==> config.mk <==
export PLATFORM = sky130hd
export DESIGN_NAME = cyber_with_ddr
export DESIGN_NICKNAME = d
export VERILOG_FILES = /design/src/rtl/cyber_pkg.sv /design/src/rtl/cyber_byte_fifo.sv /design/src/rtl/cyber_with_ddr.sv
export SDC_FILE = /design/constraint.sdc
export NUM_CORES = 1
export LEC_CHECK = 0
export CORE_ASPECT_RATIO = 1.4
export CORE_MARGIN = 3
export CORE_UTILIZATION = 52
export DETAILED_ROUTE_END_ITERATION = 10
export GPL_TIMING_DRIVEN = 0
export PLACE_DENSITY = 0.76
export SETUP_SLACK_MARGIN = 0.15
export SLEW_MARGIN = 5
export SYNTH_ARGS = -nofsm -noshare
export SYNTH_HDL_FRONTEND = slang
export SYNTH_SLANG_ARGS = --single-unit
==> constraint.sdc <==
create_clock -name io_clk -period 2 [get_ports io_clk]
set_clock_uncertainty 0.2 [all_clocks]
set_input_delay 0.4 -clock io_clk [delete_from_list [all_inputs] [get_ports io_clk]]
set_output_delay 0.4 -clock io_clk [all_outputs]
set_load 0.05 [all_outputs]
==> src/rtl/cyber_pkg.sv <==
// Shared types and pin/bit maps for the UART echo subsystem.
`timescale 1ns/1ps
package cyber_pkg;

    // RX and TX FSMs walk the same frame phases.
    typedef enum logic [1:0] {
        ST_IDLE,
        ST_START,
        ST_DATA,
        ST_STOP
    } uart_state_t;

    // GPIOB pin map. Pin 2 is an otherwise unused input used to hold TX off.
    localparam int TX_PIN   = 0;
    localparam int RX_PIN   = 1;
    localparam int HOLD_PIN = 2;

    // GPIOA status map.
    localparam int GA_BYTE_LSB = 0;
    localparam int GA_CNT_LSB  = 8;
    localparam int GA_FERR     = 12;
    localparam int GA_OVF      = 13;
    localparam int GA_TX_BUSY  = 14;
    localparam int GA_RX_BUSY  = 15;

    // FIFO occupancy shown in a 4-bit field; a full 16-deep FIFO reads as 15.
    function automatic logic [3:0] sat_count(input logic [15:0] cnt);
        return (cnt > 16'd15) ? 4'hF : cnt[3:0];
    endfunction

endpackage

==> src/rtl/cyber_byte_fifo.sv <==
// Byte FIFO with first-word fall-through read and occupancy count.
`timescale 1ns/1ps
module cyber_byte_fifo #(
    parameter  int DEPTH = 16,
    localparam int AW    = $clog2(DEPTH)
) (
    input  logic          clk,
    input  logic          rst,
    input  logic          push,
    input  logic [7:0]    push_data,
    input  logic          pop,
    output logic [7:0]    pop_data,
    output logic [AW:0]   count,
    output logic          full,
    output logic          empty,
    output logic          overflow
);

    logic [7:0]    mem [DEPTH];
    logic [AW-1:0] wr_ptr;
    logic [AW-1:0] rd_ptr;
    logic          do_push;
    logic          do_pop;

    assign full     = (count == (AW+1)'(DEPTH));
    assign empty    = (count == '0);
    assign do_pop   = pop && !empty;
    // A pop in the same cycle frees the slot, so a push into a full FIFO is kept then.
    assign do_push  = push && (!full || do_pop);
    assign overflow = push && !do_push;
    assign pop_data = mem[rd_ptr];

    // Storage write; no reset needed on the data array.
    always_ff @(posedge clk) begin
        if (do_push) mem[wr_ptr] <= push_data;
    end

    // Pointers wrap naturally because DEPTH is a power of two.
    always_ff @(posedge clk or posedge rst) begin
        if (rst) begin
            wr_ptr <= '0;
            rd_ptr <= '0;
            count  <= '0;
        end else begin
            if (do_push) wr_ptr <= wr_ptr + 1'b1;
            if (do_pop)  rd_ptr <= rd_ptr + 1'b1;
            count <= count + (AW+1)'(do_push) - (AW+1)'(do_pop);
        end
    end

endmodule

==> src/rtl/cyber_with_ddr.sv <==
// UART echo top: RX 8N1 on GPIOB[1] -> byte FIFO -> TX 8N1 on GPIOB[0], status on GPIOA.
`timescale 1ns/1ps
module cyber_with_ddr
    import cyber_pkg::*;
#(
    parameter int BAUD_DIV   = 4,
    parameter int FIFO_DEPTH = 16
) (
    input  logic        io_clk,
    input  logic        io_rst,
    inout  wire  [15:0] io_gpioa,
    inout  wire  [15:0] io_gpiob
);

    localparam int          CW       = $clog2(FIFO_DEPTH) + 1;
    localparam logic [15:0] BIT_CNT  = 16'(BAUD_DIV);
    localparam logic [15:0] HALF_CNT = 16'(BAUD_DIV / 2);

    logic [1:0]  rst_pipe;
    logic        rst;
    logic [1:0]  rx_sync;
    logic        rx_bit;
    logic        tx_hold;

    uart_state_t rx_state, rx_state_d;
    logic [15:0] rx_cnt, rx_cnt_d;
    logic [2:0]  rx_idx, rx_idx_d;
    logic [7:0]  rx_shift, rx_shift_d;
    logic        rx_tick, rx_push, rx_ferr;

    uart_state_t tx_state, tx_state_d;
    logic [15:0] tx_cnt, tx_cnt_d;
    logic [2:0]  tx_idx, tx_idx_d;
    logic [7:0]  tx_shift, tx_shift_d;
    logic        tx_tick, tx_pop, tx_can_pop, tx_line;

    logic [7:0]    last_byte;
    logic          ferr_flag, ovf_flag;
    logic [7:0]    fifo_rd_data;
    logic [CW-1:0] fifo_count;
    logic          fifo_full, fifo_empty, fifo_ovf;
    logic [15:0]   gpioa;

    // Reset asserts immediately and releases on a clock edge.
    always_ff @(posedge io_clk or posedge io_rst) begin
        if (io_rst) rst_pipe <= 2'b11;
        else        rst_pipe <= {rst_pipe[0], 1'b0};
    end
    assign rst = rst_pipe[1];

    // Two-flop synchronizer on the RX pin; idles high.
    always_ff @(posedge io_clk or posedge rst) begin
        if (rst) rx_sync <= 2'b11;
        else     rx_sync <= {rx_sync[0], io_gpiob[RX_PIN]};
    end
    assign rx_bit  = rx_sync[1];
    assign tx_hold = io_gpiob[HOLD_PIN];

    // RX state register.
    always_ff @(posedge io_clk or posedge rst) begin
        if (rst) begin
            rx_state <= ST_IDLE;
            rx_cnt   <= '0;
            rx_idx   <= '0;
            rx_shift <= '0;
        end else begin
            rx_state <= rx_state_d;
            rx_cnt   <= rx_cnt_d;
            rx_idx   <= rx_idx_d;
            rx_shift <= rx_shift_d;
        end
    end

    // RX next state: half-bit to mid start, then one sample per bit period.
    always_comb begin
        rx_state_d = rx_state;
        rx_cnt_d   = rx_cnt;
        rx_idx_d   = rx_idx;
        rx_shift_d = rx_shift;
        rx_push    = 1'b0;
        rx_ferr    = 1'b0;
        rx_tick    = (rx_cnt == 16'd1);
        if (rx_state != ST_IDLE && !rx_tick) rx_cnt_d = rx_cnt - 16'd1;
        case (rx_state)
            ST_IDLE: if (!rx_bit) begin
                rx_state_d = ST_START;
                rx_cnt_d   = HALF_CNT;
            end
            ST_START: if (rx_tick) begin
                rx_state_d = rx_bit ? ST_IDLE : ST_DATA;
                rx_cnt_d   = BIT_CNT;
                rx_idx_d   = '0;
            end
            ST_DATA: if (rx_tick) begin
                rx_shift_d = {rx_bit, rx_shift[7:1]};
                rx_cnt_d   = BIT_CNT;
                rx_idx_d   = rx_idx + 3'd1;
                if (rx_idx == 3'd7) rx_state_d = ST_STOP;
            end
            ST_STOP: if (rx_tick) begin
                rx_push    = rx_bit;
                rx_ferr    = !rx_bit;
                rx_state_d = ST_IDLE;
            end
        endcase
    end

    cyber_byte_fifo #(.DEPTH(FIFO_DEPTH)) u_fifo (
        .clk       (io_clk),
        .rst       (rst),
        .push      (rx_push),
        .push_data (rx_shift),
        .pop       (tx_pop),
        .pop_data  (fifo_rd_data),
        .count     (fifo_count),
        .full      (fifo_full),
        .empty     (fifo_empty),
        .overflow  (fifo_ovf)
    );

    // Last good byte and sticky error flags; the byte is latched even if the FIFO drops it.
    always_ff @(posedge io_clk or posedge rst) begin
        if (rst) begin
            last_byte <= '0;
            ferr_flag <= 1'b0;
            ovf_flag  <= 1'b0;
        end else begin
            if (rx_push) last_byte <= rx_shift;
            ferr_flag <= ferr_flag | rx_ferr;
            ovf_flag  <= ovf_flag | fifo_ovf;
        end
    end

    // TX state register.
    always_ff @(posedge io_clk or posedge rst) begin
        if (rst) begin
            tx_state <= ST_IDLE;
            tx_cnt   <= '0;
            tx_idx   <= '0;
            tx_shift <= '0;
        end else begin
            tx_state <= tx_state_d;
            tx_cnt   <= tx_cnt_d;
            tx_idx   <= tx_idx_d;
            tx_shift <= tx_shift_d;
        end
    end

    // TX next state: pop on entry to START, chain frames straight from STOP.
    always_comb begin
        tx_state_d = tx_state;
        tx_cnt_d   = tx_cnt;
        tx_idx_d   = tx_idx;
        tx_shift_d = tx_shift;
        tx_pop     = 1'b0;
        tx_can_pop = !fifo_empty && !tx_hold;
        tx_tick    = (tx_cnt == 16'd1);
        if (tx_state != ST_IDLE && !tx_tick) tx_cnt_d = tx_cnt - 16'd1;
        case (tx_state)
            ST_IDLE: if (tx_can_pop) begin
                tx_pop     = 1'b1;
                tx_shift_d = fifo_rd_data;
                tx_cnt_d   = BIT_CNT;
                tx_state_d = ST_START;
            end
            ST_START: if (tx_tick) begin
                tx_cnt_d   = BIT_CNT;
                tx_idx_d   = '0;
                tx_state_d = ST_DATA;
            end
            ST_DATA: if (tx_tick) begin
                tx_shift_d = {1'b0, tx_shift[7:1]};
                tx_cnt_d   = BIT_CNT;
                tx_idx_d   = tx_idx + 3'd1;
                if (tx_idx == 3'd7) tx_state_d = ST_STOP;
            end
            ST_STOP: if (tx_tick) begin
                if (tx_can_pop) begin
                    tx_pop     = 1'b1;
                    tx_shift_d = fifo_rd_data;
                    tx_cnt_d   = BIT_CNT;
                    tx_state_d = ST_START;
                end else begin
                    tx_state_d = ST_IDLE;
                end
            end
        endcase
    end

    // Line decoded from state so reset forces it high without waiting for a clock.
    always_comb begin
        tx_line = 1'b1;
        if (tx_state == ST_START)     tx_line = 1'b0;
        else if (tx_state == ST_DATA) tx_line = tx_shift[0];
    end

    // Status word for GPIOA.
    always_comb begin
        gpioa                       = '0;
        gpioa[GA_BYTE_LSB +: 8]     = last_byte;
        gpioa[GA_CNT_LSB +: 4]      = sat_count(16'(fifo_count));
        gpioa[GA_FERR]              = ferr_flag;
        gpioa[GA_OVF]               = ovf_flag;
        gpioa[GA_TX_BUSY]           = (tx_state != ST_IDLE);
        gpioa[GA_RX_BUSY]           = (rx_state != ST_IDLE);
    end

    assign io_gpioa = gpioa;
    // Only the TX pin (bit 0) is driven; the rest of the bank floats.
    assign io_gpiob = {15'bz, tx_line};

endmodule

==> Yosys cells after proc, flatten, opt, wreduce, memory -nomap -nowiden <==
Cells that the tools add are included.
{ "totals": {"reg_bits": 69, "inputBits": 2, "output_inout_bits": 32, "word_cells": 97} }
{ "op_classes": {"addsub": 5, "order_cmp": 1, "eq_ne": 20, "mux": 32, "bitwise_logic": 3, "n_reduce_logical": 23} }
{ "ops": {"columns": ["op", "n"], "rows": [
  ["16-bit two-way mux", 5],
  ["16-bit one-hot mux with 2 select lines", 2],
  ["16-bit by 1-bit == test with 1-bit output (second input constant)", 2],
  ["16-bit by 1-bit subtractor with 16-bit output (second input constant)", 2],
  ["2-bit two-way mux", 10],
  ["2-bit inequality test (second input constant)", 9],
  ["3-bit two-way mux", 4],
  ["3-bit one-hot mux with 2 select lines", 2],
  ["5-bit AND reduction", 2],
  ["2-bit == test (second input constant)", 4],
  ["2-bit one-hot mux with 4 select lines", 1],
  ["2-bit nonzero test", 4],
  ["3-bit by 1-bit adder with 3-bit output (second input constant)", 2],
  ["3-bit == test (second input constant)", 2],
  ["1-bit two-way mux", 6],
  ["2-bit one-hot mux with 3 select lines", 1],
  ["3-bit AND reduction", 2],
  ["2-bit OR reduction", 3],
  ["5-bit by 1-bit adder with 5-bit output", 1],
  ["5-bit == test (second input constant)", 1],
  ["5-bit by 4-bit > comparator with 1-bit output (second input constant)", 1],
  ["1-bit zero test", 5],
  ["2-bit by 1-bit == test with 1-bit output (second input constant)", 2],
  ["1-bit logical AND", 4],
  ["other kinds (5)", 7]
]} }

==> Longest topological paths before layout <==
Gate-level depths: netlist of run 1.
{ "logic_depth": {"ltp_word": 7, "depth_mapped": 10, "mapped_depth_nobuf": 10} }

==> Hierarchy <==
From an unflattened synthesis of run 1, not the netlist that was laid out.
{ "unflattened": {"hier_cells": 649, "hier_area_um2": 9295.2} }
{ "modules_own_cells": {"columns": ["mod", "instances", "cells_per_inst", "area_per_inst_um2"], "rows": [
  ["cyber_byte_fifo", 1, 321, 5833.1],
  ["cyber_with_ddr", 1, 328, 3462.1]
]} }

==> Least setup slack after synthesis of run 1 <==
No wires, ideal clock.
{ "synth_path": {"path_kind": "register to register", "start": "register rx_cnt[1]", "end": "register u_fifo.count[4]", "setup_ns": 0.123, "t_arrival_ns": 2.090, "required_ns": 1.677, "slack_ns": -0.413, "stages_incl_launch_ff": 11, "path_cell_list": "dfrtp_1 inv_1 ha_1 nor4b_1 nand4_1 or2_1 nor3_1 ha_1 ha_1 nand3_1 xnor2_1"} }
{ "synth_via": {"elab_chain_len": 5} }
{ "synth_lines": {"columns": ["item", "line_no", "text"], "rows": [
  ["start: declaration", "cyber_with_ddr.sv:26", "logic [15:0] rx_cnt, rx_cnt_d;"],
  ["start signal: assignment", "cyber_with_ddr.sv:68", "rx_cnt <= rx_cnt_d;"],
  ["16-bit by 1-bit == test with 1-bit output", "cyber_with_ddr.sv:82", "rx_tick = (rx_cnt == 16'd1);"],
  ["1-bit two-way mux", "cyber_with_ddr.sv:100", "ST_STOP: if (rx_tick) begin"],
  ["1-bit two-way mux", "cyber_with_ddr.sv:84", "case (rx_state)"],
  ["1-bit logical AND", "cyber_byte_fifo.sv:29", "assign do_push = push && (!full || do_pop);"],
  ["5-bit by 1-bit adder with 5-bit output", "cyber_byte_fifo.sv:47", "count <= count + (AW+1)'(do_push) - (AW+1)'(do_pop);"],
  ["end signal: assignment", "cyber_byte_fifo.sv:47", null],
  ["end: declaration", "cyber_byte_fifo.sv:13", "output logic [AW:0] count,"]
]} }
No other way between the ends.
A chain may end at the register's enable or synchronous reset.

==> Worst setup path after layout of run 1 <==
{ "layout_path": {"start": "register tx_cnt[1]", "end": "register tx_cnt[2]"} }
{ "layout_via": {"elab_chain_len": 6, "elab_cells_between_ends": 7, "classes_between": "add/sub (1); eq/ne (1); mux (3); reduce/logical (2)"} }
{ "layout_lines": {"columns": ["item", "line_no", "text"], "rows": [
  ["start: declaration", "cyber_with_ddr.sv:32", "logic [15:0] tx_cnt, tx_cnt_d;"],
  ["start signal: assignment", "cyber_with_ddr.sv:143", "tx_cnt <= tx_cnt_d;"],
  ["branches (longest 5 deep; another with 16-bit by 1-bit subtractor with 16-bit output)", null, null],
  ["16-bit one-hot mux with 2 select lines (*)", "cyber_with_ddr.sv:159", "case (tx_state)"],
  ["named net tx_cnt_d[2]", "cyber_with_ddr.sv:32", null]
]} }
Mark *: on every way through the listed nets, which the timed path passes.

==> run_summary.xml, run 1 <==
<?xml version="1.0" encoding="UTF-8"?>
<metrics>
  <group name="setup_path">
    <metric name="critical_path.endpoint_type" unit="">flip-flop</metric>
    <metric name="timing_startpoint_of_the_critical_path" unit="">tx_cnt[1]$_DFF_PP0_</metric>
    <metric name="worst-endpoint-arrival" unit="ps">2400</metric>
    <metric name="timing_worst_setup_path_type" unit="">reg -&gt; reg</metric>
    <metric name="crit_reg_reg_endpoint" unit="">tx_cnt[2]$_DFF_PP0_</metric>
    <metric name="crit_chain" unit="">inv_2, ha_4, or4b_4, or4_4, buf_8, buf_6, mux2i_1, mux2i_1</metric>
    <metric name="rrSetupSlack" unit="ps">-390</metric>
    <metric name="slowest_delay" unit="ps">470</metric>
    <metric name="r2r_cells" unit="">8</metric>
    <metric name="critPathSlowestCell" unit="">or4b_4</metric>
    <metric name="category_of_the_worst_setup_path_launch_point" unit="">flip-flop</metric>
    <metric name="worstReg2RegStart" unit="">tx_cnt[1]$_DFF_PP0_</metric>
    <metric name="crit_fanout" unit="">6</metric>
    <metric name="most_common_cell_on_crit_path" unit="">mux2i_1</metric>
    <metric name="cp_data_required_time" unit="ps">2020</metric>
  </group>
  <group name="sta">
    <metric name="slew_headroom" unit="%">50.4</metric>
    <metric name="fmax" unit="GHz">0.419</metric>
    <metric name="rsz0062_at_grt" unit="">true</metric>
    <metric name="final.setup.worst_slack" unit="ps">-387</metric>
    <metric name="min_period" unit="ps">2390</metric>
    <metric name="hold_viol_final" unit="">0</metric>
    <metric name="hold_slack" unit="ps">48.8</metric>
    <metric name="worst_slew_pin_slew" unit="ps">743</metric>
    <metric name="fin_tns_setup" unit="ps">-11520</metric>
    <metric name="finalCritPeriodShare" unit="%">119</metric>
    <metric name="timing.final.max_slew_violations" unit="">0</metric>
    <metric name="setup_violations" unit="">59</metric>
  </group>
  <group name="yosys">
    <metric name="synth_adder_area_share" unit="%">6.40</metric>
    <metric name="asyncSetResetFlopFracSynth" unit="%">100</metric>
    <metric name="cell_count_after_synthesis" unit="">339</metric>
    <metric name="synth_simple_gate_area_share" unit="%">19.0</metric>
    <metric name="synth_enable_flop_cells" unit="">0</metric>
    <metric name="post_synth_instance_area" unit="µm²">3710</metric>
    <metric name="post_synth_xor_xnor_area" unit="%">5.66</metric>
    <metric name="seq_area_frac_synth" unit="%">46.6</metric>
    <metric name="muxShareOfSynthArea" unit="%">5.66</metric>
    <metric name="yosys_cell_types" unit="">61</metric>
    <metric name="ys.warnings.count" unit="">0</metric>
    <metric name="synth_compound_gate_area_share" unit="%">10.3</metric>
    <metric name="avgSynthCellArea" unit="µm²">11.0</metric>
    <metric name="synth_top_family_by_area" unit="">simple AND/OR/NAND/NOR gates</metric>
    <metric name="ys.flop_type" unit="">dfrtp_1</metric>
    <metric name="synth_seq_cells" unit="">69</metric>
  </group>
  <group name="grt">
    <metric name="antenna_found_initial" unit="">0</metric>
    <metric name="global_route_usage_sum" unit="%">22.6</metric>
    <metric name="first_global_vias" unit="">3112</metric>
    <metric name="globalRoute.totalOverflow" unit="">0</metric>
    <metric name="first_pass_grt_wire_length" unit="mm">14.8</metric>
    <metric name="grt_start_max_net_pins" unit="">35</metric>
  </group>
  <group name="min_path">
    <metric name="whs_path_depth" unit="">2</metric>
    <metric name="min_delay_worst_endpoint" unit="">tx_cnt[3]$_DFF_PP0_</metric>
    <metric name="timing.hold.worst.start" unit="">io_gpioa[14]</metric>
    <metric name="worst_min_path_class" unit="">in -&gt; reg</metric>
  </group>
  <group name="clock_tree">
    <metric name="clk_root_buffer_cell" unit="">clkbuf_8</metric>
    <metric name="max-clock-path-buffers" unit="">2</metric>
    <metric name="tritoncts_buffer_count" unit="">9</metric>
    <metric name="cts_sinks" unit="">69</metric>
    <metric name="htree_levels" unit="">3</metric>
    <metric name="tritoncts" unit="">done</metric>
    <metric name="worst_setup_hold_path_clk_slew" unit="ps">90</metric>
    <metric name="insertion_delay" unit="ps">350</metric>
  </group>
  <group name="layout">
    <metric name="nNetsFinal" unit="">459</metric>
    <metric name="num-fill-cells" unit="">384</metric>
    <metric name="areaGrowthSynthToFinish" unit="%">44.4</metric>
    <metric name="layout.cell_area.non_filler" unit="µm²">5360</metric>
    <metric name="postLayoutCoreUtil" unit="%">79.5</metric>
    <metric name="drive_above_1_share" unit="%">50.8</metric>
    <metric name="ant_diodes" unit="">0</metric>
  </group>
  <group name="detailed_routing">
    <metric name="drtPass1Iterations" unit="">4</metric>
    <metric name="viasPerCell" unit="">5.50</metric>
    <metric name="routed-via-count" unit="">2944</metric>
    <metric name="drt-wirelength-per-cell" unit="µm">17.3</metric>
    <metric name="dr.first_iter.drc_count" unit="">256</metric>
    <metric name="detail_route.drc_violations" unit="">0</metric>
    <metric name="drt.antenna.violating_nets" unit="">0</metric>
    <metric name="drt_wl_total" unit="mm">9.25</metric>
  </group>
  <group name="floorplanning">
    <metric name="number_of_top_level_pins" unit="">34</metric>
    <metric name="chipWidth" unit="µm">77.4</metric>
    <metric name="fp-row-count" unit="">35</metric>
    <metric name="floorplan.initialDensity" unit="%">55.1</metric>
    <metric name="design.die.area" unit="µm²">8210</metric>
    <metric name="floorplan.die.height" unit="µm">106</metric>
    <metric name="core-area" unit="µm²">6740</metric>
  </group>
  <group name="placed_design">
    <metric name="dpl_cell_area" unit="µm²">4100</metric>
    <metric name="place_hpwl" unit="mm">4.76</metric>
    <metric name="gp_congestion" unit="">0.797</metric>
    <metric name="portBuffers" unit="">1</metric>
  </group>
  <group name="pwr">
    <metric name="standby_leakage_power" unit="nW">2.40</metric>
    <metric name="max-vdd-ir-drop" unit="mV">1.13</metric>
    <metric name="powerDensity" unit="nW/µm²">1480</metric>
  </group>
  <group name="run">
    <metric name="max-cap-violations" unit="">0</metric>
  </group>
  <group name="run_status">
    <metric name="run_status" unit="">finished, violations left</metric>
    <metric name="violated_checks" unit="">setup timing</metric>
  </group>
</metrics>
cells in the final DEF, fill, tap and decap left out, types with 5 or more instances in the layout:
cell / instances
buf_6: 14
nor2_1: 15
inv_2: 6
nor3_4: 5
conb_1: 17
xor2_1: 5
nand4_1: 5
xnor2_1: 16
nor2_4: 6
o21ai_0: 5
buf_4: 59
nand2_1: 14
a21oi_2: 8
dfrtp_1: 60
mux2_4: 16
nor2_2: 6
clkbuf_8: 9
dlygate4sd3_1: 10
or3_1: 6
inv_1: 7
or2_4: 6
ha_1: 12
dfrtp_2: 5
nand3_2: 5
nand3_1: 9
ha_4: 5
how the worst max path moves through the flow:
stage | end | slack [ps] | cells past startpoint
6_report | tx_cnt[2]$_DFF_PP0_ | -390 | 8
5_1_grt | tx_cnt[8]$_DFF_PP0_ | -450 | 7
4_1_cts | tx_cnt[11]$_DFF_PP0_ | -320 | 7
3_5_place_dp | u_fifo.count[4]$_DFF_PP0_ | -510 | 8
3_3_place_gp | u_fifo.count[4]$_DFF_PP0_ | -490 | 8
2_1_floorplan | u_fifo.count[4]$_DFF_PP0_ | -260 | 8
critical path, delay by kind of cell (launching register included):
| kind | cells | cell delay, ps |
|---|---|---|
| flip-flops | 1 | 400 |
| AND/OR/NAND/NOR | 2 | 920 |
| buffers and inverters | 3 | 350 |
| adder cells (fa/ha/maj) | 1 | 120 |
| multiplexers | 2 | 260 |
cell type report:
class | count | area (µm²) | share of cell area, %
multi-input combinational | 247 | 2340 | 43.6
timing repair buffer | 71 | 654 | 12.2
tap | 92 | 115 | 2.15
clock buffer | 9 | 124 | 2.31
clock inverter | 7 | 103 | 1.91
buffer | 23 | 203 | 3.78
sequential | 69 | 1740 | 32.4
inverter | 17 | 87.6 | 1.63
layer usage:
metal / vias to the layer above / GRT usage [%] / wire length (µm)
li1: 1364 / - / -
met1: 1449 / 25.6 / 3480
met2: 108 / 41.2 / 5220
met3: 23 / 3.14 / 324
met4: 0 / 10.9 / 225
met5: - / 0 / 0
synth_stat cells, types with 3 or more instances:
master	n	area, µm²
dfrtp_1	65	1630
nor2_1	27	101
ha_1	19	238
xnor2_1	19	166
inv_1	17	63.8
nand2_1	17	63.8
nand3_1	16	80.1
buf_4	15	113
o21ai_0	11	55.1
a21oi_1	10	50.1
mux2_1	8	90.1
mux2_2	8	90.1
or3_1	8	50.1
nor3_1	7	35.0
nand4_1	5	31.3
nor2b_1	5	31.3
or2_2	5	31.3
xor2_1	5	43.8
dfstp_2	4	105
nor4_1	4	25.0
clkbuf_1	3	11.3
mux2i_1	3	30.0
nor3_4	3	48.8
flip-flops by register name, summed over array words and instances, names as in the netlist, named ones only:
register and count:
tx_cnt 16, u_fifo.count 5, rst_pipe 2, io_gpioa 10, rx_idx 3, tx_state 2, rx_cnt 16, rx_state 1
rx_sync 2, tx_idx 3, rx_shift 8
per-stage QoR:
step                setup slack, ps  power [mW]  instances
floorplan                      -263        4.30        355
finish                         -387        7.92        535
global route                   -448        8.44        535
detailed placement             -507        4.82        449
global placement               -489        4.72        448
CTS                            -320        7.42        526
cell families (layout without fill, tap and decap cells):
group,Yosys count,after routing
mux,19,19
xor+xnor,24,24
fa+ha+maj,19,19
buf+inv,40,127
other cells,1,17
flops,69,69
simple gates,118,119
compound gates,49,49
what timing repair did:
item	CTS	global route
hold endpoints to repair	11	0
buffers inserted	48	9
gates resized for setup	77	38
hold buffers	10	0
gates cloned	3	0
setup endpoints to repair	69	70
pin swaps	37	22
power breakdown:
part	internal, mW	switching, mW	total [mW]
logic	2.04	2.26	4.30
clock network	0.720	0.598	1.32
registers	1.77	0.540	2.31
Note: power is estimated with default switching activity, not from simulation.
==> inputs of run 2 (changes only) <==
--- a/config.mk
+++ b/config.mk
@@ -11,6 +11,7 @@
 export DETAILED_ROUTE_END_ITERATION = 10
 export GPL_TIMING_DRIVEN = 0
 export PLACE_DENSITY = 0.76
+export RECOVER_POWER = 100
 export SETUP_SLACK_MARGIN = 0.15
 export SLEW_MARGIN = 5
 export SYNTH_ARGS = -nofsm -noshare
==> run 2 against run 1 <==
  * The flow still finishes with violations (setup timing)
  * Global-route usage unchanged
  * Setup slack hardly changed
  * Critical path depth did not move
  * Total power down 0.52%
  * Largest cell class unchanged
  * Sequential power about the same
  * Count of clock-buffer cells in the layout unchanged
==> run_summary.xml, run 2 (same netlist as run 1, synthesis figures left out) <==
<?xml version="1.0" encoding="UTF-8"?>
<metrics>
  <group name="run_status">
    <metric name="run_status" unit="">finished, violations left</metric>
    <metric name="violated_checks" unit="">setup timing</metric>
  </group>
  <group name="grt">
    <metric name="grt_start_max_net_pins" unit="">35</metric>
    <metric name="global_route_usage_sum" unit="%">22.6</metric>
    <metric name="first_global_vias" unit="">3112</metric>
    <metric name="first_pass_grt_wire_length" unit="mm">14.8</metric>
    <metric name="globalRoute.totalOverflow" unit="">0</metric>
    <metric name="antenna_found_initial" unit="">0</metric>
  </group>
  <group name="sta">
    <metric name="final.setup.worst_slack" unit="ps">-387</metric>
    <metric name="min_period" unit="ps">2390</metric>
    <metric name="hold_viol_final" unit="">0</metric>
    <metric name="timing.final.max_slew_violations" unit="">0</metric>
    <metric name="fmax" unit="GHz">0.419</metric>
    <metric name="worst_slew_pin_slew" unit="ps">716</metric>
    <metric name="hold_slack" unit="ps">51.8</metric>
    <metric name="rsz0062_at_grt" unit="">true</metric>
    <metric name="finalCritPeriodShare" unit="%">119</metric>
    <metric name="setup_violations" unit="">60</metric>
    <metric name="fin_tns_setup" unit="ps">-11950</metric>
    <metric name="slew_headroom" unit="%">52.2</metric>
  </group>
  <group name="floorplanning">
    <metric name="fp-row-count" unit="">35</metric>
    <metric name="design.die.area" unit="µm²">8210</metric>
    <metric name="floorplan.initialDensity" unit="%">55.1</metric>
    <metric name="number_of_top_level_pins" unit="">34</metric>
    <metric name="floorplan.die.height" unit="µm">106</metric>
    <metric name="core-area" unit="µm²">6740</metric>
    <metric name="chipWidth" unit="µm">77.4</metric>
  </group>
  <group name="setup_path">
    <metric name="timing.critical_path.buf_inv" unit="">3</metric>
    <metric name="cpLargestDelayFamily" unit="">simple AND/OR/NAND/NOR gates</metric>
    <metric name="critPathSlowestCell" unit="">or4b_4</metric>
    <metric name="category_of_the_worst_setup_path_launch_point" unit="">flip-flop</metric>
    <metric name="timing_worst_setup_path_type" unit="">reg -&gt; reg</metric>
    <metric name="slowest_delay" unit="ps">470</metric>
    <metric name="most_common_cell_on_crit_path" unit="">mux2i_1</metric>
    <metric name="critical_path.endpoint_type" unit="">flip-flop</metric>
    <metric name="crit_chain" unit="">inv_2, ha_4, or4b_4, or4_4, buf_8, buf_6, mux2i_1, mux2i_1</metric>
    <metric name="worst-endpoint-arrival" unit="ps">2400</metric>
    <metric name="cp_data_required_time" unit="ps">2010</metric>
    <metric name="crit_fanout" unit="">6</metric>
  </group>
  <group name="run">
    <metric name="max-cap-violations" unit="">0</metric>
  </group>
  <group name="clock_tree">
    <metric name="insertion_delay" unit="ps">350</metric>
    <metric name="tritoncts_buffer_count" unit="">9</metric>
    <metric name="worst_setup_hold_path_clk_slew" unit="ps">90</metric>
    <metric name="clk_root_buffer_cell" unit="">clkbuf_8</metric>
    <metric name="tritoncts" unit="">done</metric>
    <metric name="htree_levels" unit="">3</metric>
    <metric name="max-clock-path-buffers" unit="">2</metric>
    <metric name="cts_sinks" unit="">69</metric>
  </group>
  <group name="layout">
    <metric name="layout.cell_area.non_filler" unit="µm²">5330</metric>
    <metric name="num-fill-cells" unit="">395</metric>
    <metric name="layout.cells.most_common" unit="">dfrtp_1</metric>
    <metric name="drive_above_1_share" unit="%">49.0</metric>
    <metric name="ant_diodes" unit="">0</metric>
    <metric name="mostFrequentLayoutCells" unit="">60 x dfrtp_1, 59 x buf_4, 17 x conb_1</metric>
    <metric name="nNetsFinal" unit="">459</metric>
    <metric name="areaGrowthSynthToFinish" unit="%">43.4</metric>
  </group>
  <group name="pwr">
    <metric name="powerDensity" unit="nW/µm²">1480</metric>
    <metric name="standby_leakage_power" unit="nW">2.39</metric>
    <metric name="max-vdd-ir-drop" unit="mV">1.13</metric>
    <metric name="fin_total_pwr" unit="mW">7.88</metric>
  </group>
  <group name="detailed_routing">
    <metric name="drt.antenna.violating_nets" unit="">0</metric>
    <metric name="drt-wirelength-per-cell" unit="µm">17.2</metric>
    <metric name="dr.first_iter.drc_count" unit="">263</metric>
    <metric name="detail_route.drc_violations" unit="">0</metric>
    <metric name="viasPerCell" unit="">5.45</metric>
    <metric name="drtPass1Iterations" unit="">4</metric>
    <metric name="drt_wl_total" unit="mm">9.21</metric>
    <metric name="routed-via-count" unit="">2915</metric>
  </group>
  <group name="placed_design">
    <metric name="place_hpwl" unit="mm">4.76</metric>
    <metric name="pre_cts_ws" unit="ps">-507</metric>
    <metric name="dpl_cell_area" unit="µm²">4100</metric>
    <metric name="portBuffers" unit="">1</metric>
    <metric name="gp_congestion" unit="">0.797</metric>
  </group>
  <group name="min_path">
    <metric name="worst_min_path_class" unit="">in -&gt; reg</metric>
  </group>
</metrics>
run 2: cell count changes in the layout (fill, tap and decap cells not counted), moves of 2 or more:
cell	previous run	this run
or2_1	0	4
or2_4	6	2
inv_1	7	9
inv_2	6	4
run 2: area by class of cell:
type / instances / area (µm²) / area share, %
clock inverter: 7 / 103 / 1.93
tap: 92 / 115 / 2.16
multi-input combinational: 247 / 2320 / 43.6
timing repair buffer: 71 / 634 / 11.9
clock buffer: 9 / 124 / 2.33
buffer: 23 / 203 / 3.81
inverter: 17 / 87.6 / 1.64
sequential: 69 / 1740 / 32.6
run 2: repair_timing:
action / CTS / global route
hold endpoints to repair: 11 / 0
cloned: 3 / 0
buffers inserted: 48 / 9
pin swaps: 37 / 22
setup endpoints to repair: 69 / 70
gates resized for setup: 77 / 38
hold buffers: 10 / 0
run 2: final timing paths:
path	from	endpoint	slack, ps	cells past startpoint
setup / recovery	tx_cnt[1]$_DFF_PP0_	tx_cnt[2]$_DFF_PP0_	-390	8
hold reg to reg	rx_sync[0]$_DFF_PP1_	rx_sync[1]$_DFF_PP1_	160	0
setup reg to reg	tx_cnt[1]$_DFF_PP0_	tx_cnt[2]$_DFF_PP0_	-390	8
hold / removal	io_gpioa[14]	tx_cnt[3]$_DFF_PP0_	50	2
max in group asynchronous	rst_pipe[1]$_DFF_PP1_	tx_state[0]$_DFFE_PP0P_	470	2
min in group asynchronous	rst_pipe[1]$_DFF_PP1_	rx_cnt[3]$_DFF_PP0_	170	1
run 2: where the power goes:
part	leakage (nW)	switching [mW]	total (mW)	internal, mW
combinational	1.40	2.25	4.26	2.02
sequential	0.878	0.535	2.30	1.77
clock	0.111	0.597	1.32	0.720
total	2.39	3.38	7.88	4.50
run 2: metal layers:
metal	up-vias	wire length [µm]	global-route usage, %
met1	1466	3510	25.6
met2	73	5250	41.2
met5	-	0	0
met4	0	172	10.9
li1	1363	-	-
met3	13	279	3.14
run 2: through the flow:
stage          utilization, %  cells
5_1_grt                  79.0    535
3_5_place_dp             60.7    449
2_1_floorplan               -    355
6_report                 79.0    535
3_3_place_gp             60.4    448
4_1_cts                  76.0    526
==> RTL change 1: new RTL, flow settings as in run 1 <==
Change the parameter `FIFO_DEPTH` from 16 to 32.
--- a/src/rtl/cyber_with_ddr.sv
+++ b/src/rtl/cyber_with_ddr.sv
@@ -5,5 +5,5 @@
 #(
     parameter int BAUD_DIV   = 4,
-    parameter int FIFO_DEPTH = 16
+    parameter int FIFO_DEPTH = 32
 ) (
     input  logic        io_clk,
Check against the original RTL: no difference found for any inputs over 10 cycles, from zero or initial values and one cycle with io_rst high; that may be too few to reach the edited logic, so the function may still have changed.
==> RTL change 1 against run 1 <==
- first-iteration DRC count is 19% higher
- the run ends with hold timing, setup timing left
- count of clock-buffer cells in the layout stayed put
- synthesized area is 0.57% lower
- via count is 11% higher
- setup slack got worse by 230 ps
- maximum frequency fell by 8.9%
- critical path type unchanged
- wire length up 27%
- critical path depth rose by 2
- largest power group unchanged
- final area grew 6.0%
- sequential cell count increased by 1
- worst hold slack got worse by 53 ps
- total power shrank 15%
- largest cell class unchanged
- core utilization is 4.8 points higher
==> RTL change 1: results (changes against run 1) <==
* Final setup margin at -619 ps (-232 ps)
* Vias at 3277 (+11%)
* Cells after DPL at 451 (+0.45%)
* Clock root cell: clkbuf_8
* Top cell type's share of synthesized area at 0.447 (+0.00930)
* XOR/XNOR Fraction of Synth Area at 0.0498 (-0.00679)
* H-Tree Depth at 3 (unchanged)
* Post-layout nets at 492 (+7.2%)
* Crit-path max cell delay at around 480 ps
* Outcome: finished, violations left
* Total GRT Usage at 0.235 (+0.00841)
* GPL Wtd Cong at 0.868 (+8.9%)
* Synth Area in Compound Gates at 0.0976 (-0.00550)
* Worst hold path class: primary input to flop
* Tightest Pin Transition at 538 ps (-205 ps)
* CTS buffer count at 9 (unchanged)
* Post-synthesis sequential area ratio at 0.476 (+0.00946)
* DRT antenna net count at 0 (unchanged)
* Synth Instances at 340 (+0.29%)
* Synth cell count leaders: 66 x dfrtp_1, 23 x nor2_1, 20 x inv_1, 20 x nand2_1, 19 x ha_1
* Adder-cell share of the synthesized area at 0.0644 (+0.000369)
* Synth unique cells at 59 (-3.3%)
* Seq pwr share at 0.318 (+0.027)
* Largest net degree at the start of global routing at 31 (-11%)
* Critical-path top delay cell: dfrtp_2
* Setup TNS at -12440 ps (-918 ps)
* Cell area after placement at 4060 µm² (-0.79%)
* Number of diodes at 0 (unchanged)
* Setup Slack @ Placement at -823 ps (-316 ps)
* Setup Viol. Count Final at 52 (-12%)
* Hold Slack at -4.17 ps (-53.0 ps)
* Fraction of power consumed by combinational cells at 0.515 (-0.027)
* Pre-antenna DRT Iters at 5 (+1)
* Initial antenna violation count at 0 (unchanged)
* Port bufs at 1 (unchanged)
* Leakage power at 2.50 nW (+4.4%)
* Global-route wire length before repair at 15300 µm (+2.8%)
* Clk slew on worst S/H paths at 80 ps
* Share of cells above drive strength 1 at 0.555 (+0.0467)
* Dpl hpwl at 4810 µm (+1.1%)
* Peak VDD IR at 0.718 mV (-36%)
* Mux contribution to synthesized area at 0.0654 (+0.00879)
* Worst Path Arrival at 2680 ps (+280 ps)
* Crit path max fanout at 7 (+1)
* Pwr Density at 1180 nW/µm² (-20%)
* Failing checks: hold timing, setup timing
* Post-Layout Cell Count at 568 (+6.2%)
* Routed length per placed instance at 20.7 µm (+19%)
* Fill cell count at 316 (-18%)
* DRT iter0 DRCs at 304 (+19%)
* Ys Warns at 0 (unchanged)
* Final hold violation count at 1 (+1)
* Synth area leaders: dfrtp_1 45%, ha_1 6.4%, xor2_1 3.6%
* Switching part of the total at 0.435 (+0.00625)
[RTL change 1: area by class of cell]
cell class	count	area (µm²)	area share
Clock inverter	7	61.3	0.0108
Inverter	20	90.1	0.0158
Multi-Input combinational cell	245	2360	0.414
Sequential cell	70	1780	0.312
Buffer	21	190	0.0335
Tap cell	92	115	0.0203
Timing Repair Buffer	104	972	0.171
Clock buffer	9	124	0.0218
[RTL change 1: repair_timing]
| action | 4_1_cts | 5_1_grt |
|---|---|---|
| buffers inserted | 48 | 41 |
| hold buffers | 10 | 0 |
| setup endpoints to repair | 72 | 73 |
| gates cloned | 2 | 0 |
| resized for setup | 75 | 81 |
| endpoints found under the hold margin | 11 | 0 |
| pin swaps | 30 | 33 |
[RTL change 1: worst paths after layout]
path | startpoint | to | depth (start not counted) | slack, ps
max in group asynchronous | rst_pipe[1] | tx_cnt[11] | 3 | 900
min | io_gpiob[0] | tx_idx[0] | 2 | -4
min reg2reg | rst_pipe[1] | rx_cnt[5] | 1 | 10
max reg2reg | rx_cnt[2] | u_fifo.count[5] | 10 | -620
min in group asynchronous | rst_pipe[1] | rx_cnt[5] | 1 | 10
max | rx_cnt[2] | u_fifo.count[5] | 10 | -620
[RTL change 1: metal layers]
layer | track usage | vias up | share of wire
li1 | - | 1456 | -
met1 | 0.255 | 1627 | 0.38
met2 | 0.416 | 141 | 0.54
met3 | 0.0513 | 53 | 0.041
met4 | 0.132 | 0 | 0.045
met5 | 0 | - | 0
[RTL change 1: worst max-delay path: cells and delay by family (launching register included)]
kind | cells | cell delay, ps
AND/OR/NAND/NOR | 7 | 1400
flip-flops | 1 | 480
XOR/XNOR | 1 | 190
adder cells (fa/ha/maj) | 1 | 160
buffers and inverters | 1 | 90
==> RTL change 2: new RTL, config.mk and constraints of run 1 <==
Without the edit above. Encoding of `uart_state_t`: now one-hot (4 bits for 4 states).
--- a/src/rtl/cyber_pkg.sv
+++ b/src/rtl/cyber_pkg.sv
@@ -4,9 +4,9 @@
 
     // RX and TX FSMs walk the same frame phases.
-    typedef enum logic [1:0] {
-        ST_IDLE,
-        ST_START,
-        ST_DATA,
-        ST_STOP
+    typedef enum logic [3:0] {
+        ST_IDLE  = 4'b0001,
+        ST_START = 4'b0010,
+        ST_DATA  = 4'b0100,
+        ST_STOP  = 4'b1000
     } uart_state_t;
 
Formal check against the unedited RTL: same outputs for any inputs over 10 cycles, from zero or initial values and one cycle with io_rst high; not proved beyond that.
==> RTL change 2 against run 1 <==
- the run still ends with setup timing left
- wire length grew 3.9%
- synthesized area down 2.5%
- via count shrank 3.4%
- setup slack worse by 76 ps
- sequential cell count increased by 3
- die area is 2.4% lower
- synthesized cell count shrank 5.6%
- final area is 2.8% lower
- global-route usage grew 0.11 points
Power is not compared: it rests on default switching activity, and its combinational part moved more than twofold at a synthesized area within 25%.
==> RTL change 2: results (changes against run 1) <==
* Synth unique cells at 55 (-9.8%)
* Final setup margin at -463 ps (-76.4 ps)
* Synth Instances at 320 (-5.6%)
* Setup Slack @ Placement at -564 ps (-56.7 ps)
* DRT iter0 DRCs at 248 (-3.1%)
* GR Util met3 at 0.0379 (+0.00658)
* Global-route wire length before repair at 14500 µm (-2.4%)
* Setup Viol. Count Final at 45 (-24%)
* Total GRT Usage at 0.227 (+0.00111)
* Post-synthesis sequential area ratio at 0.500 (+0.0335)
* Failing checks: setup timing
* Synth cell count leaders: 66 x dfrtp_1, 28 x nor2_1, 20 x nand2_1
* Met1 usage at 0.258 (+0.00204)
* Met2 usage at 0.404 (-0.00846)
* Crit-path max cell delay at 400 ps (-70 ps)
* Vias in the first global route at 2963 (-4.8%)
* Slew Limit Headroom at 0.545 (+0.0410)
* Synth area leaders: dfrtp_1 46%, dfstp_2 4.4%, xnor2_1 4.1%
* Largest net degree at the start of global routing at 43 (+23%)
* Dpl hpwl at 4730 µm (-0.61%)
* Outcome: finished, violations left
* Total power at 0.00449 W
* Vias/cell at 5.51 (+0.20%)
* CTS resizes at 50 (-35%)
* Cell area after placement at 3940 µm² (-3.9%)
* GPL Wtd Cong at 0.877 (+10%)
* Metal3 WL at 371 µm (+15%)
* Setup TNS at -9480 ps (+2040 ps)
-- RTL change 2: cell types whose count changed in the layout (fill, tap and decap cells not counted), moves of 4 or more --
| cell | delta |
|---|---|
| a21oi_2 | -6 |
| a31oi_1 | +4 |
| ha_1 | -6 |
| nand3_1 | -5 |
| nor2_1 | +9 |
| nor4_4 | +6 |
| or2_4 | -5 |
| or3_1 | -5 |
-- RTL change 2: worst paths after layout --
path	from	end	slack [ps]	cells after the start
hold reg to reg	rst_pipe[1]	tx_cnt[13]	150	1
setup reg to reg	rx_cnt[1]	u_fifo.count[4]	-460	12
setup / recovery	rx_cnt[1]	u_fifo.count[4]	-460	12
hold / removal	io_gpiob[0]	tx_idx[2]	80	2
min in group asynchronous	rst_pipe[1]	tx_cnt[13]	150	1
max in group asynchronous	rst_pipe[1]	rx_sync[1]	770	2
-- RTL change 2: cell families after synthesis --
kind of cell               synth area share
and+or+nand+nor                       0.207
DFF                                   0.500
buffers and inverters                0.0605
AOI/OAI and AO/OA                    0.0681
xor gates and xnor gates             0.0605
muxes                                0.0657
adders and majority gates            0.0380
other                               0.00104
-- RTL change 2: worst max-delay path, delay by kind of cell, from the launching register on --
family / cells / cell delay (ps)
xor+xnor: 1 / 130
fa+ha+maj: 3 / 470
buf+inv: 2 / 180
flops: 1 / 400
simple gates: 6 / 980
-- RTL change 2: cell type report --
cell class / instances / area [µm²]
Timing Repair Buffer: 72 / 679
Sequential cell: 72 / 1820
Fill cell: 378 / 1450
Clock inverter: 7 / 78.8
Tap cell: 92 / 115
Buffer: 24 / 204
Multi-Input combinational cell: 228 / 2140
Inverter: 12 / 51.3
Clock buffer: 9 / 124
